## src/rtl/csw_recorder.sv

```systemverilog
// csw_recorder: captures ULA MIC pulses as CSW v1 RLE bytes and streams them to the SDRAM tape area.
//   clk_sys, reset_n        system clock, asynchronous active-low reset
//   ce                      CPU T-state enable; all pulse timing counts ce cycles
//   mic_in, rec_en          MIC level to record, recording enable (level)
//   max_size                buffer capacity in bytes
//   buff_wr/addr/dout/ack   byte write request port, held until buff_ack
//   rec_size, overflow      bytes committed so far, sticky drop/full flag
//   active, done            recording or flushing, one-cycle flush-complete pulse
module csw_recorder #(
   parameter int DIV        = 80,
   parameter int ADDR_W     = 22,
   parameter int FIFO_DEPTH = 8
) (
   input  logic              clk_sys,
   input  logic              reset_n,
   input  logic              ce,
   input  logic              mic_in,
   input  logic              rec_en,
   input  logic [ADDR_W-1:0] max_size,
   output logic              buff_wr,
   output logic [ADDR_W-1:0] buff_addr,
   output logic [7:0]        buff_dout,
   input  logic              buff_ack,
   output logic [ADDR_W-1:0] rec_size,
   output logic              overflow,
   output logic              active,
   output logic              done
);
   localparam int PW = (DIV > 1) ? $clog2(DIV) : 1;
   localparam int FW = $clog2(FIFO_DEPTH);

   typedef enum logic [1:0] {IDLE, ARM, REC, FLUSH} state_t;

   state_t            state_q, state_d;
   logic              rec_en_q;
   logic              level_q, level_d;
   logic [PW-1:0]     presc_q, presc_d;
   logic [31:0]       cnt_q, cnt_d, cnt_inc;
   logic              pend_v_q, pend_v_d;
   logic [31:0]       pend_q, pend_d;
   logic              enc_v_q, enc_v_d;
   logic [31:0]       enc_val_q, enc_val_d;
   logic [2:0]        enc_idx_q, enc_idx_d;
   logic [FW:0]       wp_q, wp_d, rp_q, rp_d;
   logic [7:0]        mem_q [FIFO_DEPTH];
   logic              wr_q, wr_d;
   logic [ADDR_W-1:0] addr_q, addr_d, size_q, size_d;
   logic [7:0]        dout_q, dout_d;
   logic              ovf_q, ovf_d, done_q, done_d;
   logic              wrap, edge_seen, new_pulse, enc_long, enc_last, enc_load;
   logic              push, pop, ack, fifo_empty, fifo_full;
   logic [31:0]       new_len;
   logic [7:0]        enc_byte;

   assign wrap       = presc_q == PW'(DIV - 1);
   assign cnt_inc    = (wrap && cnt_q != 32'hFFFF_FFFF) ? cnt_q + 32'd1 : cnt_q;
   assign edge_seen  = ce && (mic_in != level_q);
   // Lengths above 255 use the escape form: 00 followed by L little-endian.
   assign enc_long   = |enc_val_q[31:8];
   assign enc_last   = !enc_long || enc_idx_q == 3'd4;
   assign enc_byte   = !enc_long          ? enc_val_q[7:0]   :
                       enc_idx_q == 3'd1  ? enc_val_q[7:0]   :
                       enc_idx_q == 3'd2  ? enc_val_q[15:8]  :
                       enc_idx_q == 3'd3  ? enc_val_q[23:16] :
                       enc_idx_q == 3'd4  ? enc_val_q[31:24] : 8'h00;
   assign fifo_empty = wp_q == rp_q;
   assign fifo_full  = (wp_q[FW] != rp_q[FW]) && (wp_q[FW-1:0] == rp_q[FW-1:0]);
   assign push       = enc_v_q && !fifo_full;
   assign enc_load   = pend_v_q && !enc_v_q;
   assign pop        = !fifo_empty && !wr_q;
   assign ack        = buff_ack && wr_q;

   assign buff_wr    = wr_q;
   assign buff_addr  = addr_q;
   assign buff_dout  = dout_q;
   assign rec_size   = size_q;
   assign overflow   = ovf_q;
   assign done       = done_q;
   assign active     = state_q != IDLE;

   always_comb begin
      state_d   = state_q;
      level_d   = level_q;
      presc_d   = presc_q;
      cnt_d     = cnt_q;
      pend_v_d  = pend_v_q;
      pend_d    = pend_q;
      enc_v_d   = enc_v_q;
      enc_val_d = enc_val_q;
      enc_idx_d = enc_idx_q;
      wp_d      = wp_q;
      rp_d      = rp_q;
      wr_d      = wr_q;
      addr_d    = addr_q;
      dout_d    = dout_q;
      size_d    = size_q;
      ovf_d     = ovf_q;
      done_d    = 1'b0;
      new_pulse = 1'b0;
      new_len   = 32'd0;
      case (state_q)
         IDLE: if (rec_en && !rec_en_q) begin
            size_d  = '0;
            addr_d  = '0;
            ovf_d   = 1'b0;
            presc_d = '0;
            level_d = mic_in;
            state_d = ARM;
         end
         ARM: if (!rec_en) begin
            state_d = FLUSH;
         end else if (edge_seen) begin
            level_d = mic_in;
            cnt_d   = 32'd0;
            presc_d = '0;
            state_d = REC;
         end
         REC: if (!rec_en) begin
            // The pulse still in progress becomes the final one.
            new_pulse = 1'b1;
            new_len   = (cnt_q == 32'd0) ? 32'd1 : cnt_q;
            state_d   = FLUSH;
         end else if (edge_seen) begin
            // A wrap on the edge cycle still counts toward this pulse.
            new_pulse = 1'b1;
            new_len   = (cnt_inc == 32'd0) ? 32'd1 : cnt_inc;
            level_d   = mic_in;
            cnt_d     = 32'd0;
            presc_d   = '0;
         end else if (ce) begin
            presc_d = wrap ? '0 : presc_q + PW'(1);
            cnt_d   = cnt_inc;
         end
         FLUSH: if (!pend_v_q && !enc_v_q && fifo_empty && !wr_q) begin
            done_d  = 1'b1;
            state_d = IDLE;
         end
         default: state_d = IDLE;
      endcase
      if (push) begin
         enc_idx_d = enc_idx_q + 3'd1;
         wp_d      = wp_q + 1'b1;
         if (enc_last) enc_v_d = 1'b0;
      end
      if (enc_load) begin
         enc_v_d   = 1'b1;
         enc_val_d = pend_q;
         enc_idx_d = 3'd0;
         pend_v_d  = 1'b0;
      end
      // Pending counts as free when it is being handed to the encoder this cycle.
      if (new_pulse) begin
         if (pend_v_q && !enc_load) begin
            ovf_d = 1'b1;
         end else begin
            pend_v_d = 1'b1;
            pend_d   = new_len;
         end
      end
      if (ack) begin
         wr_d   = 1'b0;
         addr_d = addr_q + 1'b1;
         size_d = addr_q + 1'b1;
      end
      // Once the buffer is full, bytes are still popped so FLUSH can finish.
      if (pop) begin
         rp_d = rp_q + 1'b1;
         if (addr_q == max_size) begin
            ovf_d = 1'b1;
         end else begin
            wr_d   = 1'b1;
            dout_d = mem_q[rp_q[FW-1:0]];
         end
      end
   end

   always_ff @(posedge clk_sys) begin
      if (push) mem_q[wp_q[FW-1:0]] <= enc_byte;
   end

   always_ff @(posedge clk_sys or negedge reset_n) begin
      if (!reset_n) begin
         state_q   <= IDLE;
         rec_en_q  <= 1'b0;
         level_q   <= 1'b0;
         presc_q   <= '0;
         cnt_q     <= 32'd0;
         pend_v_q  <= 1'b0;
         pend_q    <= 32'd0;
         enc_v_q   <= 1'b0;
         enc_val_q <= 32'd0;
         enc_idx_q <= 3'd0;
         wp_q      <= '0;
         rp_q      <= '0;
         wr_q      <= 1'b0;
         addr_q    <= '0;
         dout_q    <= 8'd0;
         size_q    <= '0;
         ovf_q     <= 1'b0;
         done_q    <= 1'b0;
      end else begin
         state_q   <= state_d;
         rec_en_q  <= rec_en;
         level_q   <= level_d;
         presc_q   <= presc_d;
         cnt_q     <= cnt_d;
         pend_v_q  <= pend_v_d;
         pend_q    <= pend_d;
         enc_v_q   <= enc_v_d;
         enc_val_q <= enc_val_d;
         enc_idx_q <= enc_idx_d;
         wp_q      <= wp_d;
         rp_q      <= rp_d;
         wr_q      <= wr_d;
         addr_q    <= addr_d;
         dout_q    <= dout_d;
         size_q    <= size_d;
         ovf_q     <= ovf_d;
         done_q    <= done_d;
      end
   end
endmodule
```

## config.mk

```make
export PLATFORM = sky130hd
export DESIGN_NAME = csw_recorder
export DESIGN_NICKNAME = d
export VERILOG_FILES = /design/src/rtl/csw_recorder.sv
export SDC_FILE = /design/constraint.sdc
export NUM_CORES = 1
export LEC_CHECK = 0
export ABC_AREA = 1
export CAP_MARGIN = 20
export CORE_ASPECT_RATIO = 1.5
export CORE_UTILIZATION = 55
export DETAILED_ROUTE_END_ITERATION = 6
export PLACE_DENSITY = 0.86
export SKIP_LAST_GASP = 1
export SYNTH_ARGS = -nofsm -noshare
export SYNTH_HDL_FRONTEND = slang
export SYNTH_SLANG_ARGS = --single-unit
```

## constraint.sdc

```tcl
create_clock -name clk_sys -period 2.8 [get_ports clk_sys]
set_clock_uncertainty 0.15 [all_clocks]
set_input_delay 0.42 -clock clk_sys [delete_from_list [all_inputs] [get_ports clk_sys]]
set_output_delay 0.42 -clock clk_sys [all_outputs]
set_load 0.01 [all_outputs]
```

# Word-level counts from Yosys, hierarchy flattened
# Memories as Yosys holds them, arrays and structs flattened. A register that Yosys moved wholly into a read port is not among the register bits.
# Cells that the tools add are included.
[classes]
mux = 62
reduce_logical = 43
bitwise_logic = 2
n_eq_ne = 24
add_sub_neg = 6
[ops]
columns = ["op", "n"]
rows = [
  ["$mux 32", 11],
  ["$mux 22", 3],
  ["$logic_not 32->1", 2],
  ["$pmux 32 s2", 1],
  ["$mux 7", 7],
  ["$mux 8", 5],
  ["$add 32x1->32 const B", 1],
  ["$ne 32x32->1 const B", 1],
  ["$mux 1", 25],
  ["$reduce_or 24->1", 1],
  ["$add 22x1->22 const B", 1],
  ["$eq 22x22->1", 1],
  ["$pmux 7 s3", 1],
  ["$reduce_bool 2->1", 7],
  ["$logic_and 1x1->1", 12],
  ["$ne 2x2->1 const B", 6],
  ["$mux 2", 5],
  ["$logic_not 1->1", 9],
  ["$add 4x1->4 const B", 2],
  ["$pmux 2 s4", 1],
  ["$reduce_and 2->1", 4],
  ["$reduce_and 4->1", 2],
  ["$add 7x1->7 const B", 1],
  ["$eq 7x7->1 const B", 1],
  ["20 further kinds", 27],
]
[totals]
memories = 1
regBits = 145
out_inout_bits = 56
ram_bits = 64
in_bits = 28
[memory_table]
columns = ["name", "words", "word_bits", "rd", "rd_clocked_by_memory_dff", "write_ports", "line", "text"]
rows = [
  ["mem_q", 8, 8, 1, 1, 1, "45", "logic [7:0] mem_q [FIFO_DEPTH];"],
]

# Longest topological paths before layout
[depth]
ltp_word = 8
depth_mapped = 18
depth_no_buf = 17

# Worst setup path after synthesis
# OpenSTA, ideal clock, no wires.
[synth_path]
kind = "flip-flop to flip-flop"
startpoint = "reg, netlist name rec_size[1]"
endpoint = "reg size_q[20], in the netlist rec_size[20]"
path_buffers = 0
setup_ns = 0.128
required_ns = 2.522
stages_incl_launch_ff = 15
arrival_ns = 1.941
setup_slack_ns = 0.580
period_less_slack_ns = 2.220
path_cell_list = "dfrtp_1 ha_1 nand2_1 nor2_1 nand3_1 inv_2 nand2_1 nor2_2 nand3_1 nor3_2 nand3_1 nor2_1 nand2_1 nand3_1 o21ai_1"
[synth_rtl]
columns = ["item", "line", "text"]
rows = [
  ["to (signal assigned)", "217", "size_q <= size_d;"],
  ["to (decl)", "47", "logic [ADDR_W-1:0] addr_q, addr_d, size_q, size_d;"],
]

# Worst setup path in the final report
[layout_path]
startpoint = "reg cnt_q[13]"
endpoint = "reg pend_q[0]"
[layout_between]
elab_chain_len = 8
word_cells_on_any_way = 11
classes_between = "add/sub: 1; eq/ne: 1; mux: 6; reduce/logical: 3"
[layout_rtl]
columns = ["item", "line", "text"]
rows = [
  ["from (decl)", "38", "logic [31:0] cnt_q, cnt_d, cnt_inc;"],
  ["from (signal assigned)", "206", "cnt_q <= cnt_d;"],
  ["branches (longest 6 deep; another with $add 32x1->32)", "-", ""],
  ["$mux 32 (*)", "118", "REC: if (!rec_en) begin"],
  ["$mux 32 (*)", "101", "case (state_q)"],
  ["to (signal assigned)", "208", "pend_q <= pend_d;"],
  ["to (decl)", "40", "logic [31:0] pend_q, pend_d;"],
]
# Mark *: on every way between the ends.
# A chain may end at the register's enable or synchronous reset.

==> results by group <==
Run status
  • Status: complete, no violations

Timing
  • Max-slew violation count: 0
  • Max-slew headroom: about two fifths
  • Setup violators final: 0
  • Slew of the pin with the lowest slew margin: 895 ps
  • Minimum clock period: 2650 ps
  • Tcrit/Tclk final: 94.7%
  • Final hold vios: 0
  • Unrepaired setup endpoints after global routing: yes
  • Fmax achieved: 377 MHz
  • Final setup margin: between 100 and 150 ps

Power and ir drop
  • Logic pwr share: 36.4%
  • Register share of total power: 39.1%
  • Sw frac: 38.0%
  • Net Switching: 0.00508 W
  • Power per cell area: 986 mW/mm^2
  • Leakage: 5.96 nW
  • Clock share of power: roughly a quarter
  • Max IR drop VDD: 0.000912 V
  • Pint: 0.00831 W
  • Pwr Total: 0.0134 W

Place
  • Placed insts: around 1700
  • Post-DP HPWL: roughly 22000 um
  • GPL Wtd Cong: 1.01
  • Port Buffers: 83
  • Place WS: 111 ps

Yosys
  • Yosys warns: 0
  • Post-synth ARST share: 70.5%
  • FF+latch count, synth: roughly 220
  • Post-synthesis cell area: 0.0114 mm^2
  • Netlist cell types: 47
  • Ys flop type: dfrtp_1
  • Seq/Total Area, Yosys: between 50% and 60%
  • EDFF count, synth: between 60 and 70
  • Gate Count Post-Synth: approximately 1400
  • Syn nets: 1397
  • Avg Inst Size Synth: roughly 8.4 um^2

Worst setup path
  • Crit path launch: cnt_q[13]$_DFFE_PN0P_
  • Startpoint Class: flip-flop
  • R2R setup slack: 150 ps
  • CP max stage cell: dfrtp_1
  • CP Capture Type: flip-flop
  • Sequence of cells on the critical path: nand2_1, nor2_2, nand2_2, nor2_4, nand3_4, buf_4, nand2_1, nand2_1, nand2_1, nand2_1, nor2_1, nand2_1, nor2_1, nand2_1, nand2_1, nand2_1, a21oi_2
  • Required @ worst endpoint: 3070 ps
  • R2r startpoint: cnt_q[13]$_DFFE_PN0P_
  • Crit path DAT: between 2000 and 3000 ps
  • CP most frequent cell: nand2_1
  • Worst Path Max Fanout: 10
  • CP max stage delay: 420 ps
  • Worst Path Class, Setup: reg2reg

GRT
  • Largest net degree at the start of global routing: between 90 and 100
  • Total grt overflow: 0
  • GRT Overall Usage: 30.2%
  • Initial antenna violation count: 0
  • First-pass GRT wire length: 50700 um
  • Number of global-route vias before repair: ~10000

Route
  • Drt pass-1 iters: 7
  • Initial drt markers: 903
  • Total Routed Length: 31600 um
  • Vias per inst: 5.80
  • Vias: 10100
  • Routed len/inst: 18.1 um
  • DRC Markers: 0
  • ANT nets after route: 0

Cells and area
  • Fill count: between 1500 and 2000
  • Final Non-Filler Cells: roughly 1700
  • Inserted Diodes: 0
  • Commonest cells after routing, fill and taps aside: nand2_1 (291), dfrtp_1 (152), inv_1 (144)
  • Fin nets: 1502
  • Synth-to-layout area growth: 19.2%
  • Most common cell after layout, fill and taps aside: nand2_1
  • Share of cells above drive strength 1: 12.1%

Floorplan
  • Die Y: 178 um
  • Core area: 0.0203 mm^2
  • DIE AREA: 0.0213 mm^2
  • Initial Util: 56.0%
  • Die width: 120 um
  • # IOs: 84
  • Rows: 64

Clock network
  • CTS Sinks: 217
  • CTS Buf Count: 22
  • Register clock-pin slew on the reported worst setup and hold paths: 70 ps
  • Clock root cell: clkbuf_16
  • CTS tree: done
  • CTS max path bufs: 3
  • Clock Latency Late Sink: 510 ps
  • H-tree depth: 1

Worst hold path
  • Hold crit path type: in2async

Job
  • Max-cap violations: 0
through the flow:
step	cell area (um^2)	utilization (%)	TNS [ps]	hold slack (ps)
after floorplan	11400	-	0	-25.6
after global placement	12700	62.3	0	163
after CTS	13500	66.4	0	199
final	13600	66.8	0	194
after detailed placement	12700	62.3	0	168
after global routing	13600	66.8	-60.9	215
repair_timing:
item,in CTS,in global routing
endpoints found under the setup margin,0,3
hold buffers,1,0
hold endpoints to repair,27,0
setup buffers,0,5
resized for setup,0,11
logic make-up (layout without fill, tap and decap cells):
family | Yosys count | in the layout | share of synthesized area, %
xor+xnor | 23 | 23 | 1.77
compound gates | 252 | 252 | 12.9
buf+inv | 223 | 343 | 8.39
mux | 6 | 6 | 0.538
flops | 217 | 217 | 50.5
fa+ha+maj | 15 | 15 | 1.65
simple gates | 618 | 619 | 24.3
synthesized netlist by cell type (2+ instances only):
master    count  share of area (%)
buf_2         5               0.22
inv_2         8               0.26
or2_2        10               0.55
dfrtp_1     153                 34
ha_1         15                1.6
nor3_2        2               0.18
nor4_1        8               0.44
nor3_1       12               0.53
xor2_1       12               0.92
buf_1         2              0.066
o21ai_0      84                3.7
nor2_1      130                4.3
buf_4        22                1.4
nand3_2       2               0.18
a21oi_1      56                2.5
nand2_1     292                9.6
o21ai_1       2              0.088
clkbuf_1     36                1.2
nand4_1      30                1.6
nor2_2        8               0.44
buf_6         4               0.40
nand2_2      15               0.82
a31oi_1      11               0.60
nor2_4        5               0.49
nand3_1      97                4.3
edfxtp_1     64                 17
o22ai_1      49                2.7
inv_1       145                4.8
a22oi_1      42                2.8
mux2i_1       5               0.44
xnor2_1      11               0.85
nor3_4        2               0.29
metal layers:
metal  vias to the layer above  track usage (%)  wire [um]
li1                       4749                -          -
met2                       381             56.8      17000
met3                       112             2.97       1480
met4                         0             15.9       1700
met5                         -                0          0
met1                      4837             33.4      11400
state kept, by name, indices dropped and copies added (netlist names), 7 cells and up:
signal	cells
cnt_q	32
mem_q	64
rec_size	22
buff_dout	8
presc_q	7
enc_val_q	32
pend_q	32
power by group through the flow:
stage / logic, W / clock network (W) / registers (W)
floorplan: 0.00314 / 0 / 0.00513
global placement: 0.00447 / 0 / 0.00519
detailed placement: 0.00474 / 0 / 0.00526
CTS: 0.00484 / 0.00332 / 0.00522
global route: 0.00539 / 0.00345 / 0.00534
finish: 0.00488 / 0.00329 / 0.00523
area by class of cell:
type                            count  area [um^2]  share of cell area [%]
Tap cell                          264          330                    2.43
Sequential cell                   217         5750                    42.3
Timing Repair Buffer              149         1360                    9.98
Inverter                          154          578                    4.26
Clock buffer                       23          576                    4.24
Multi-Input combinational cell    915         4750                    35.0
Clock inverter                     17          245                    1.81
final timing paths:
kind	end	cells after the start
min reg2reg	enc_val_q[15]$_DFFE_PN0P_	2
max reg2reg	pend_q[0]$_DFFE_PN0P_	17
max	pend_q[0]$_DFFE_PN0P_	17
min	rec_size[14]$_DFFE_PN0P_	2
max in group asynchronous	cnt_q[5]$_DFFE_PN0P_	3
min in group clk_sys	enc_val_q[15]$_DFFE_PN0P_	2
critical path: cells and delay by family (launching register included):
kind / cells / cell delay [ps]
simple gates: 15 / 1680
flops: 1 / 420
buf+inv: 1 / 220
compound gates: 1 / 110
No activity file was read; power rests on OpenSTA's default activity.
